==> config.mk <==
export PLATFORM = sky130hd
export DESIGN_NAME = bit_handshake_fifo
export DESIGN_NICKNAME = d
export VERILOG_FILES = /design/src/rtl/bit_handshake_fifo.sv
export SDC_FILE = /design/constraint.sdc
export NUM_CORES = 1
export LEC_CHECK = 0
export ABC_AREA = 1
export ABC_CLOCK_PERIOD_IN_PS = 2400
export BUFFER_PORTS_ARGS = -buffer_cell sky130_fd_sc_hd__buf_2
export CORE_MARGIN = 4
export CORE_UTILIZATION = 57
export DETAILED_ROUTE_END_ITERATION = 16
export PLACE_DENSITY = 0.77
export SETUP_SLACK_MARGIN = 0.5
export SLEW_MARGIN = 20
export SYNTH_ARGS = -nofsm -noshare
export SYNTH_HDL_FRONTEND = slang
export SYNTH_SLANG_ARGS = --single-unit
==> constraint.sdc <==
create_clock -name clk -period 2.4 [get_ports clk]
set_input_delay 0.36 -clock clk [delete_from_list [all_inputs] [get_ports clk]]
set_output_delay 0.36 -clock clk [all_outputs]
set_load 0.01 [all_outputs]
==> src/rtl/bit_handshake_fifo.sv <==
// rtl/bit_handshake_fifo.sv - DEPTH-bit elastic buffer between four-phase req/ack bit ports.
// Optional BITFIFO_SYNC_EN adds two-flop synchronizers on req_in and ack_in.
module bit_handshake_fifo #(
  parameter int DEPTH  = 8,
  parameter int ADDR_W = 3
) (
  input  logic              clk,
  input  logic              reset,
  input  logic              data_in,
  input  logic              req_in,
  output logic              ack_out,
  output logic              data_out,
  output logic              req_out,
  input  logic              ack_in,
  output logic [ADDR_W:0]   count
);

  localparam logic [ADDR_W:0] FULL_COUNT = (ADDR_W + 1)'(DEPTH);

  logic req_s;
  logic ack_s;

`ifdef BITFIFO_SYNC_EN
  logic [1:0] req_sync;
  logic [1:0] ack_sync;

  always_ff @(posedge clk) begin
    if (!reset) begin
      req_sync <= '0;
      ack_sync <= '0;
    end else begin
      req_sync <= {req_sync[0], req_in};
      ack_sync <= {ack_sync[0], ack_in};
    end
  end

  assign req_s = req_sync[1];
  assign ack_s = ack_sync[1];
`else
  assign req_s = req_in;
  assign ack_s = ack_in;
`endif

  typedef enum logic {R_IDLE, R_ACK} r_state_t;
  typedef enum logic [1:0] {T_IDLE, T_SETUP, T_REQ, T_RTZ} t_state_t;

  r_state_t          r_state;
  t_state_t          t_state;
  logic              mem [DEPTH];
  logic [ADDR_W-1:0] wp;
  logic [ADDR_W-1:0] rp;
  logic              write_en;
  logic              pop_en;

  assign write_en = (r_state == R_IDLE) && req_s && (count != FULL_COUNT);
  assign pop_en   = (t_state == T_REQ) && ack_s;

  // Storage is deliberately left out of reset; only the pointers define validity.
  always_ff @(posedge clk) begin
    if (reset && write_en) begin
      mem[wp] <= data_in;
    end
  end

  always_ff @(posedge clk) begin
    if (!reset) begin
      r_state <= R_IDLE;
      ack_out <= 1'b0;
      wp      <= '0;
    end else begin
      case (r_state)
        R_IDLE: begin
          if (write_en) begin
            wp      <= wp + 1'b1;
            ack_out <= 1'b1;
            r_state <= R_ACK;
          end
        end
        R_ACK: begin
          if (!req_s) begin
            ack_out <= 1'b0;
            r_state <= R_IDLE;
          end
        end
        default: r_state <= R_IDLE;
      endcase
    end
  end

  // data_out is loaded one cycle ahead of req_out and held until the next T_IDLE.
  always_ff @(posedge clk) begin
    if (!reset) begin
      t_state  <= T_IDLE;
      req_out  <= 1'b0;
      data_out <= 1'b0;
      rp       <= '0;
    end else begin
      case (t_state)
        T_IDLE: begin
          if (count != '0) begin
            data_out <= mem[rp];
            t_state  <= T_SETUP;
          end
        end
        T_SETUP: begin
          req_out <= 1'b1;
          t_state <= T_REQ;
        end
        T_REQ: begin
          if (ack_s) begin
            req_out <= 1'b0;
            rp      <= rp + 1'b1;
            t_state <= T_RTZ;
          end
        end
        T_RTZ: begin
          if (!ack_s) begin
            t_state <= T_IDLE;
          end
        end
        default: t_state <= T_IDLE;
      endcase
    end
  end

  always_ff @(posedge clk) begin
    if (!reset) begin
      count <= '0;
    end else begin
      case ({write_en, pop_en})
        2'b10:   count <= count + 1'b1;
        2'b01:   count <= count - 1'b1;
        default: count <= count;
      endcase
    end
  end

endmodule
== Yosys cells after proc, flatten, opt, wreduce, memory -nomap -nowiden ==
Memory sizes are Yosys's and may differ from the RTL's. A register that Yosys moved wholly into a read port is not among the register bits.
Cells that the tools add are included.
Widths: inputs -> output; s select.
Storage, ports and cells
  register bits: 15
  memories: 1
  RAM bits: 8
  logic and storage cells: 54
  bits of input ports: 5
Cells by class
  reductions and logical operators: 15
  bitwise logic cells: 1
  add/sub/neg operators: 4
  eq/ne operators: 11
  mux-type cells: 15
Memories
  mem: words 8, bits a word 1, rd ports 1, clocked after memory_dff 1, wr ports 1, RTL line 49  | logic mem [DEPTH];
Operators by type and width (number)
  $ne 2x2->1 const B: 5
  $reduce_and 2->1: 5
  $pmux 2 s4: 1
  $pmux 4 s2: 1
  $mux 1: 7
  $add 3x1->3 const B: 2
  $eq 2x2->1 const B: 3
  $mux 2: 3
  $pmux 1 s2: 3
  $add 4x1->4 const B: 1
  $eq 2x1->1 const B: 2
  $logic_and 1x1->1: 4
  $ne 4x4->1 const B: 1
  $reduce_bool 2->1: 2
  $reduce_bool 4->1: 1
  $sub 4x1->4 const B: 1
  $reduce_and 3->1: 1
  $logic_not 2->1: 1
  $logic_not 1->1: 1
  $not 1->1: 1

== Depth between registers and ports, before layout ==
Gate-level depths: netlist (run 1).
  depth after elaboration: 6
  depth in mapped cells: 14

== Worst setup path before layout (run 1) ==
OpenSTA, ideal clock, no wires.
  path kind: reg-to-reg
  from: register t_state[0]
  to: register count[2]
  cell stages (with the launch flop): 13
  arrival time: 1.822 ns
  period minus slack after synthesis: 1.937 ns
  buffers on the path: 0
  data required time: 2.285 ns
  slack: 0.463 ns
  cells stage by stage: dfxtp_1 inv_1 ha_1 nand2_1 inv_1 ha_1 nor2_1 nor2_4 ha_1 a21oi_1 xnor2_1 o21ai_0 inv_1
Between the ends
  cells in the longest elaborated chain, start to end: 4
  elaborated cells between the ends (all ways): 6
  classes of those cells: 3 x eq/ne; 1 x mux; 2 x reduce/logical
RTL lines
  start, declared: RTL line 48  | t_state_t t_state;
  start signal, assigned: RTL line 93  | t_state <= T_IDLE;
  start signal, assigned: RTL line 102  | t_state <= T_SETUP;
  start signal, assigned: RTL line 107  | t_state <= T_REQ;
  $eq 2x2->1 *: RTL line 56  | assign pop_en = (t_state == T_REQ) && ack_s;
  $logic_and 1x1->1 *: RTL line 56
  net pop_en: RTL line 53  | logic pop_en;
  $eq 2x1->1 or $eq 2x2->1 (tied branches): RTL line 130  | case ({write_en, pop_en})
  $pmux 4 s2 or $reduce_bool 2->1 (tied branches)
  end signal, assigned: RTL line 131  | 2'b10: count <= count + 1'b1;
  end signal, assigned: RTL line 132  | 2'b01: count <= count - 1'b1;
  end signal, assigned: RTL line 133  | default: count <= count;
  end, declared: RTL line 15  | output logic [ADDR_W:0] count
The timed path passes the listed nets; every way through them passes the cells marked *.
A chain may end at the register's enable or synchronous reset.

== Final worst setup path (run 1) ==
  from: register count[0]
  to: register count[2]
Between the ends
  cells in the longest elaborated chain, start to end: 4
  elaborated cells between the ends (all ways): 8
  classes of those cells: 2 x add/sub; 3 x eq/ne; 1 x mux; 2 x reduce/logical
RTL lines
  $ne 4x4->1: RTL line 55  | assign write_en = (r_state == R_IDLE) && req_s && (count != FULL_COUNT);
  $logic_and 1x1->1: RTL line 55
  $eq 2x1->1 or $eq 2x2->1 (tied branches): RTL line 130
  $pmux 4 s2 or $reduce_bool 2->1 (tied branches)
Several ways; a longest one is shown, not always the timed one.

==> results of run 1 <==
## where the power goes
part	internal (mW)	total, mW	switching, mW	leakage [nW]
clock network	0.0612	0.186	0.125	0.0154
registers	0.493	0.570	0.0768	0.205
logic	0.195	0.482	0.287	0.433
total	0.749	1.24	0.489	0.653
## cell usage in the layout, fill, tap and decap left out, types with 3 or more instances in the layout
cell type	instances
a21oi_1	13
buf_2	11
clkbuf_4	3
dfxtp_1	13
dfxtp_2	3
edfxtp_1	8
ha_1	7
inv_1	23
inv_2	5
nand2_1	29
nand3_1	11
nand3_2	3
nor2_1	11
o21ai_0	8
## final timing paths
path	startpoint	end	slack (ns)	cells past startpoint
max reg2reg	count[0]	count[2]	0.58	12
min	data_in	mem[6]	0.28	1
min reg2reg	data_out	data_out	0.48	2
max	count[0]	count[2]	0.58	12
## layout make-up
type | instances | area, sq um
fill | 170 | 617
tap | 27 | 33.8
sequential | 24 | 564
clock inverter | 1 | 3.75
timing repair buffer | 12 | 62.6
inverter | 28 | 105
clock buffer | 3 | 22.5
multi-input combinational | 101 | 613
## logic make-up (layout without fill, tap and decap cells)
group | Yosys count | in the layout
DFF | 24 | 24
xor gates and xnor gates | 3 | 3
buffers and inverters | 29 | 44
and+or+nand+nor | 63 | 63
adders and majority gates | 9 | 9
AOI/OAI and AO/OA | 26 | 26
## registers in the layout, summed over array words and instances, names as in the netlist, 2 cells and up
register / count
mem: 8
wp: 3
t_state: 2
count: 4
rp: 3
## per-layer routing
layer  wire (um)  global-route usage  vias to the layer above
li1            -                   -                      528
met1        1050               0.213                      468
met2        1160               0.341                       14
met3          84              0.0327                        5
met4          54              0.0996                        0
met5           0                   0                        -
## through the flow
step                      power [mW]   util
after global placement         0.992  0.660
after CTS                       1.22  0.685
after floorplan                0.889      -
after global routing            1.34  0.695
after detailed placement        1.01  0.660
final                           1.24  0.695
## what timing repair did
item | 4_1_cts | 5_1_grt
buffers inserted | 1 | 0
gates resized for setup | 9 | 5
endpoints found under the setup margin | 3 | 3
==> out/metrics.cfg, run 1 <==
[placement]
place.port_buffers = 11
gp_congestion = 0.806
placed_cells = 191
post_dp_cell_area_sq_um = 1330
dp_slack_ns = 0.319
post-dp-hpwl_mm = 1.75

[global_route]
first_global_vias = 925
antenna_found_initial = 0
grt_pass1_wl_mm = 3.98
grt_max_degree = 14
grt.overflow.total = 0
grt_usage = 0.191

[logic_synthesis]
synth_ff_type = dfxtp_1
synth-compound-area-share = 0.109
synth_area_per_cell_sq_um = 8.10
synthXorXnorAreaFrac = 0.0211
async_flop_share = 0
yosysTopAreaCellShare = 0.257
synth_top_family_by_area = simple AND/OR/NAND/NOR gates
syn_inst = 154
synth_fp_nets = 168
synthTopCellsByCount = nand2_1 (30), inv_1 (27), dfxtp_1 (16)
synth_area_sq_um = 1250
synth_edf_count = 8
synthTopCellsByArea = dfxtp_1 (26%), edfxtp_1 (19%), ha_1 (9.0%), nand2_1 (9.0%), inv_1 (8.1%)
synthAdderAreaFrac = 0.0903
yosys_warnings = 0
yosysSeqAreaShare = 0.449
synth_top_cell_by_area = dfxtp_1
yosysMostFrequentCell = nand2_1
ys_seq_elements = 24
synthSimpleGateAreaFrac = 0.242
ys_types = 25
synthMuxAreaShare = 0

[die]
fp.coreArea_sq_um = 2020
row_count = 16
ios = 12
die_w_um = 54.8
dieArea_sq_um = 3000
die_h_um = 54.8
initial_core_util = 0.617

[route]
detail_route.wl_per_cell_um = 12.0
drc = 0
dr.first_iter.drc_count = 14
via_count = 1015
wirelength_mm = 2.36
vias_per_cell = 5.18
ant_nets = 0
first_pass_iters = 4

[cells_and_area]
layoutNonFillerInstCount = 196
antenna_cells = 0
area_growth_syn_to_layout_pct = 12.6
nets = 184
design_area_sq_um = 1410
drive_gt1_frac = 0.213

[sta]
layout_worst_path_cycle_share = 0.760
final.setup.tns_ns = 0
report.final.slew_viol_count = 0
hold_viol = 0
period_minus_slack_ns = 1.82
setup_ws_ns = 0.576
fmax_mhz = 548
setup_violations = 0
hold_slack_ns = 0.278
max_slew_margin = 0.811
tightestPinTransition_ns = 0.284
skew_ns = 0.00969
rsz0062_at_grt = yes

[worst_setup_path]
worstPathRequired_ns = 2.64
cp_max_fo = 8
crit_family = simple AND/OR/NAND/NOR gates
start_kind = flop
cp_data_arrival_time_ns = 2.07
crit_buf_inv = 2
path_common_cell = nor2_4
slowest_stage = dfxtp_2
cp_slowest_stage_delay_ns = 0.39
path_class = reg2reg
worstPathCellList = nor2_4 > nand3_2 > nand3_4 > ha_4 > nand2_1 > inv_2 > nor2_4 > ha_1 > a21oi_2 > xnor2_1 > o21ai_0 > inv_1
endpoint_kind = flop

[power_and_ir_drop]
ir_worst_vdd_uv = 881
power_density_nw_per_um2 = 881
leakage_nw = 0.653

[cts]
cts_hold_buf = 0
cts_buffer_depth = 2
clk_latency_ns = 0.33
clk_pin_slew_worst_paths_ns = 0.13
cts_made_buffers = 3
cts_max_level = 1
cts-root-buf = clkbuf_4
cts_tree = built
cts_sinks = 24

[flow_run]
max_cap_viol_count = 0

[status]
outcome = finished, final reports clean

[min_path]
hold_path.class = in2reg

(Power assumes the default switching activity.)
==> run 2: changes to the inputs <==
--- a/config.mk
+++ b/config.mk
@@ -6,7 +6,7 @@
 export NUM_CORES = 1
 export LEC_CHECK = 0
 export ABC_AREA = 1
-export ABC_CLOCK_PERIOD_IN_PS = 2400
+export ABC_CLOCK_PERIOD_IN_PS = 1730
 export BUFFER_PORTS_ARGS = -buffer_cell sky130_fd_sc_hd__buf_2
 export CORE_MARGIN = 4
 export CORE_UTILIZATION = 57
==> constraint.sdc (replaced) <==
create_clock -name clk -period 1.73 [get_ports clk]
set_input_delay 0.2595 -clock clk [delete_from_list [all_inputs] [get_ports clk]]
set_output_delay 0.2595 -clock clk [all_outputs]
set_load 0.01 [all_outputs]
==> run 2 against run 1 <==
Register-to-register slack got worse by 0.52 ns. Die area unchanged. Hold slack got worse by 0.071 ns. Sequential cell count unchanged. Largest cell class unchanged. Sequential share of layout area shrank 7.9 points. Critical path depth stayed put. Critical endpoint unchanged. Sequential power grew 39%. Critical path type unchanged.
==> out/metrics.cfg, run 2 (same netlist as run 1, synthesis figures left out) <==
[status]
outcome = finished, final reports clean

[sta]
period_minus_slack_ns = 1.67
hold_viol = 0
setup_violations = 0
rsz0062_at_grt = yes
fmax_mhz = 599
skew_ns = 0.00348
max_slew_margin = 0.744
tightestPinTransition_ns = 0.383
report.final.slew_viol_count = 0
layout_worst_path_cycle_share = 0.965

[cts]
cts_sinks = 24
cts_max_level = 1
cts_made_buffers = 3
cts_buffer_depth = 2
clk_pin_slew_worst_paths_ns = 0.14
cts-root-buf = clkbuf_4
cts_tree = built
clk_latency_ns = 0.31

[route]
drc = 0
via_count = 1174
vias_per_cell = 5.46
wirelength_mm = 3.46
dr.first_iter.drc_count = 28
ant_nets = 0
first_pass_iters = 4
detail_route.wl_per_cell_um = 16.1

[placement]
place.port_buffers = 11
gp_congestion = 0.789
placed_cells = 193
post-dp-hpwl_mm = 1.71

[worst_setup_path]
endpoint_kind = flop
worstPathCellList = nor2_4 > nand3_2 > nand3_4 > ha_4 > nand2_2 > inv_2 > nor2_4 > ha_4 > a21oi_2 > xnor2_1 > o21ai_1 > inv_1
cp_data_arrival_time_ns = 1.89
cp_slowest_stage_delay_ns = 0.38
cp_max_fo = 3
slowest_stage = dfxtp_4
start_kind = flop
worstPathRequired_ns = 1.95
path_class = reg2reg

[die]
fp.coreArea_sq_um = 2020
die_h_um = 54.8
die_w_um = 54.8
row_count = 16
ios = 12
dieArea_sq_um = 3000
initial_core_util = 0.617

[cells_and_area]
top_register = mem
fill_cells = 94
layout_common_cells = nand2_1 (23), inv_1 (22), buf_4 (13), a21oi_1 (12)
layoutNonFillerInstCount = 215
antenna_cells = 0
final_common_cell = nand2_1
largest_reg_flops = 8
drive_gt1_frac = 0.420
reg_top3 = mem: 8 flops, count: 4 flops
nets = 203
area_growth_syn_to_layout_pct = 42.9

[global_route]
grt_pass1_wl_mm = 4.31
grt.overflow.total = 0
first_global_vias = 1014
antenna_found_initial = 0
grt_usage = 0.203
grt_max_degree = 15

[power_and_ir_drop]
power_density_nw_per_um2 = 1350
power_mw = 2.41
leakage_nw = 0.779
ir_worst_vdd_uv = 1140

[flow_run]
max_cap_viol_count = 0

[min_path]
hold_path.class = in2reg

==> run 2: cell count changes in the layout (fill, tap and decap cells not counted), moves of 4 or more <==
cell,before,now
buf_6,0,7
buf_4,1,13
nor2_1,11,3
nand2_1,29,23
nor2_4,2,11
nand2_2,2,6
==> run 2: layout make-up <==
class | instances | area [sq um] | share of cell area
repair buffers | 31 | 231 | 0.130
clock inverters | 1 | 30.0 | 0.0168
well taps | 27 | 33.8 | 0.0189
multi-input cells | 101 | 772 | 0.433
inverters | 28 | 118 | 0.0660
clock buffers | 3 | 22.5 | 0.0126
flip-flops and latches | 24 | 576 | 0.323
==> run 2: critical path: cells and delay by family (launching register included) <==
family	cells	cell delay, ns
flip-flops	1	0.38
AND/OR/NAND/NOR	5	0.43
XOR/XNOR	1	0.08
AO/OA/AOI/OAI	2	0.24
buffers and inverters	2	0.12
adder cells (fa/ha/maj)	2	0.32
==> run 2: final timing paths <==
check                               from  endpoint  slack [ns]  depth (start not counted)
worst min register to register  data_out  data_out        0.49                          2
worst min-delay path             data_in    mem[3]        0.21                          1
worst max register to register  count[0]  count[2]        0.06                         12
worst max-delay path            count[0]  count[2]        0.06                         12
==> run 2: routing by layer <==
metal  track usage  vias up  share of wire
met5             0        -              0
met4        0.0539        0          0.028
met3        0.0572       10          0.035
met2         0.360       30           0.54
met1         0.234      568           0.39
li1              -      566              -
==> run 2: timing repair <==
| item | 4_1_cts | 5_1_grt |
|---|---|---|
| resized for setup | 22 | 28 |
| hold buffers | 0 | 0 |
| buffers inserted | 13 | 5 |
| gates cloned | 0 | 0 |
| pin swaps | 10 | 14 |
| hold endpoints to repair | 0 | 0 |
| endpoints found under the setup margin | 13 | 18 |
==> run 2: where the power goes <==
part / internal (mW) / leakage (nW) / switching [mW]
clock network: 0.234 / 0.0279 / 0.172
logic: 0.564 / 0.545 / 0.645
registers: 0.696 / 0.207 / 0.0969
==> run 2: through the flow <==
step	util	hold WS, ns	instance area (sq um)	setup WS, ns	setup TNS (ns)
6_report	0.882	0.207	1780	0.0603	0
5_1_grt	0.882	0.185	1780	-0.0490	-0.0594
4_1_cts	0.808	0.199	1630	0.116	0
3_5_place_dp	0.695	0.463	1410	-0.00635	-0.00635
3_3_place_gp	0.695	0.460	1410	0.0756	0
2_1_floorplan	-	0.358	1310	0.0944	0
==> run 3: changes to the inputs <==
--- a/config.mk
+++ b/config.mk
@@ -9,9 +9,8 @@
 export ABC_CLOCK_PERIOD_IN_PS = 1730
 export BUFFER_PORTS_ARGS = -buffer_cell sky130_fd_sc_hd__buf_2
 export CORE_MARGIN = 4
-export CORE_UTILIZATION = 57
+export CORE_UTILIZATION = 45
 export DETAILED_ROUTE_END_ITERATION = 16
-export PLACE_DENSITY = 0.77
 export SETUP_SLACK_MARGIN = 0.5
 export SLEW_MARGIN = 20
 export SYNTH_ARGS = -nofsm -noshare
==> run 3 against run 2 <==
Critical path depth up 1. Hold slack better by 0.0016 ns. First-iteration DRC count rose by 46%. Highest routed layer unchanged. Combinational power decreased by 12%. Critical endpoint unchanged. Sequential power is 2% lower. Maximum frequency increased by 2.1%. Sequential cell count is the same.
==> out/metrics.cfg, run 3 (same netlist as run 1, synthesis figures left out) <==
[global_route]
busiest_layer = met2
grtUsageMet3 = 0.0277
grt.overflow.total = 0
grt_max_degree = 15
grt_use_met1 = 0.198
grt_pass1_wl_mm = 4.36
first_global_vias = 1014
grt_usage = 0.157
grtUsageMet2 = 0.269
antenna_found_initial = 0

[cts]
cts_tree = built
cts_sinks = 24
clk_latency_ns = 0.31
cts-root-buf = clkbuf_4
clk_pin_slew_worst_paths_ns = 0.14
cts_buffer_depth = 2
cts_made_buffers = 3
cts_max_level = 1

[route]
dr.first_iter.drc_count = 41
detail_route.wl_per_cell_um = 12.4
wirelength_mm = 2.67
drc = 0
ant_nets = 0
first_pass_iters = 4
vias_per_cell = 4.95
via_count = 1069

[sta]
tightestPinTransition_ns = 0.345
fmax_mhz = 612
period_minus_slack_ns = 1.64
final.setup.tns_ns = 0
report.final.slew_viol_count = 0
max_slew_margin = 0.769
setup_violations = 0
layout_worst_path_cycle_share = 0.945
rsz0062_at_grt = yes
hold_viol = 0
skew_ns = 0.00281

[power_and_ir_drop]
leakage_nw = 0.764
power_frac_clock = 0.181
seq_power_share = 0.345
switching_share = 0.364
ir_worst_vdd_uv = 969
power.share.combinational = 0.475
power_density_nw_per_um2 = 1300
p_sw_uw = 823
p_int_mw = 1.44

[cells_and_area]
antenna_cells = 0
reg_top3 = mem: 8 flops, count: 4 flops
final_util = 0.677
nets = 201
design_area_sq_um = 1740
top_register = mem
drive_gt1_frac = 0.387
area_growth_syn_to_layout_pct = 39.3
largest_reg_flops = 8
layout_common_cells = nand2_1 (25), inv_1 (23), buf_4 (15), a21oi_1 (13)
final_common_cell = nand2_1

[worst_setup_path]
cp_data_arrival_time_ns = 1.86
worstPathRequired_ns = 1.96
start_kind = flop
r2r_slack_ns = 0.09
path_class = reg2reg
cp_max_fo = 4
endpoint_kind = flop

[die]
die_h_um = 60.7
initial_core_util = 0.486
fp.coreArea_sq_um = 2570
die_w_um = 60.7
ios = 12
row_count = 18
dieArea_sq_um = 3680

[placement]
post-dp-hpwl_mm = 1.84
gp_congestion = 0.797
post_dp_cell_area_sq_um = 1420
place.port_buffers = 11

[flow_run]
max_cap_viol_count = 0

[status]
outcome = finished, final reports clean

[min_path]
hold_path.class = in2reg

-- run 3: changes by cell type in the layout (fill, tap and decap cells not counted), sizes merged --
cell / change
buf: -2
-- run 3: critical path, cell delays in order (launching register included) --
cell	delay, ns
dfxtp_2	0.36
inv_2	0.05
ha_4	0.16
nand2_4	0.08
inv_4	0.04
ha_4	0.17
nand2_2	0.06
inv_2	0.05
nor2_4	0.13
ha_4	0.14
a21oi_2	0.03
xnor2_1	0.12
o21ai_1	0.12
inv_1	0.05
-- run 3: per-layer routing --
layer | vias up | part of all wire
met4 | 0 | 0.0049
met3 | 2 | 0.025
li1 | 565 | -
met1 | 489 | 0.46
met5 | - | 0
met2 | 13 | 0.51
-- run 3: area by class of cell --
cell class                      instances  area, sq um
Inverter                               28          113
Multi-Input combinational cell        101          743
Tap cell                               30         37.5
Sequential cell                        24          572
Clock buffer                            3         22.5
Timing Repair Buffer                   29          220
Clock inverter                          1         30.0
Fill cell                             204          830
-- run 3: what timing repair did --
action,CTS,global route
gates resized for setup,16,22
hold buffers,0,0
pin swaps,8,6
endpoints found under the setup margin,13,18
setup buffers,9,6
-- run 3: worst paths after layout --
path	to	startpoint	cells past startpoint
min reg2reg	data_out	data_out	2
max	count[2]	t_state[0]	13
max reg2reg	count[2]	t_state[0]	13
min	mem[6]	data_in	1
-- run 3: stage by stage --
stage                     setup WS (ns)  power, mW  hold WS, ns  std cells
after floorplan                  0.0944       1.30        0.358        154
after global placement           0.0665       1.50        0.463        197
final                            0.0949       2.26        0.208        216
after CTS                         0.111       2.06        0.200        210
after global routing             0.0262       2.42        0.191        216
after detailed placement       0.000964       1.52        0.469        197
-- run 3: power by group through the flow --
stage          Sequential, mW  Clock [mW]  Combinational [mW]
2_1_floorplan           0.822           0               0.483
3_3_place_gp            0.795           0               0.703
3_5_place_dp            0.800           0               0.721
4_1_cts                 0.777       0.411               0.875
5_1_grt                 0.791       0.444                1.18
6_report                0.779       0.409                1.07
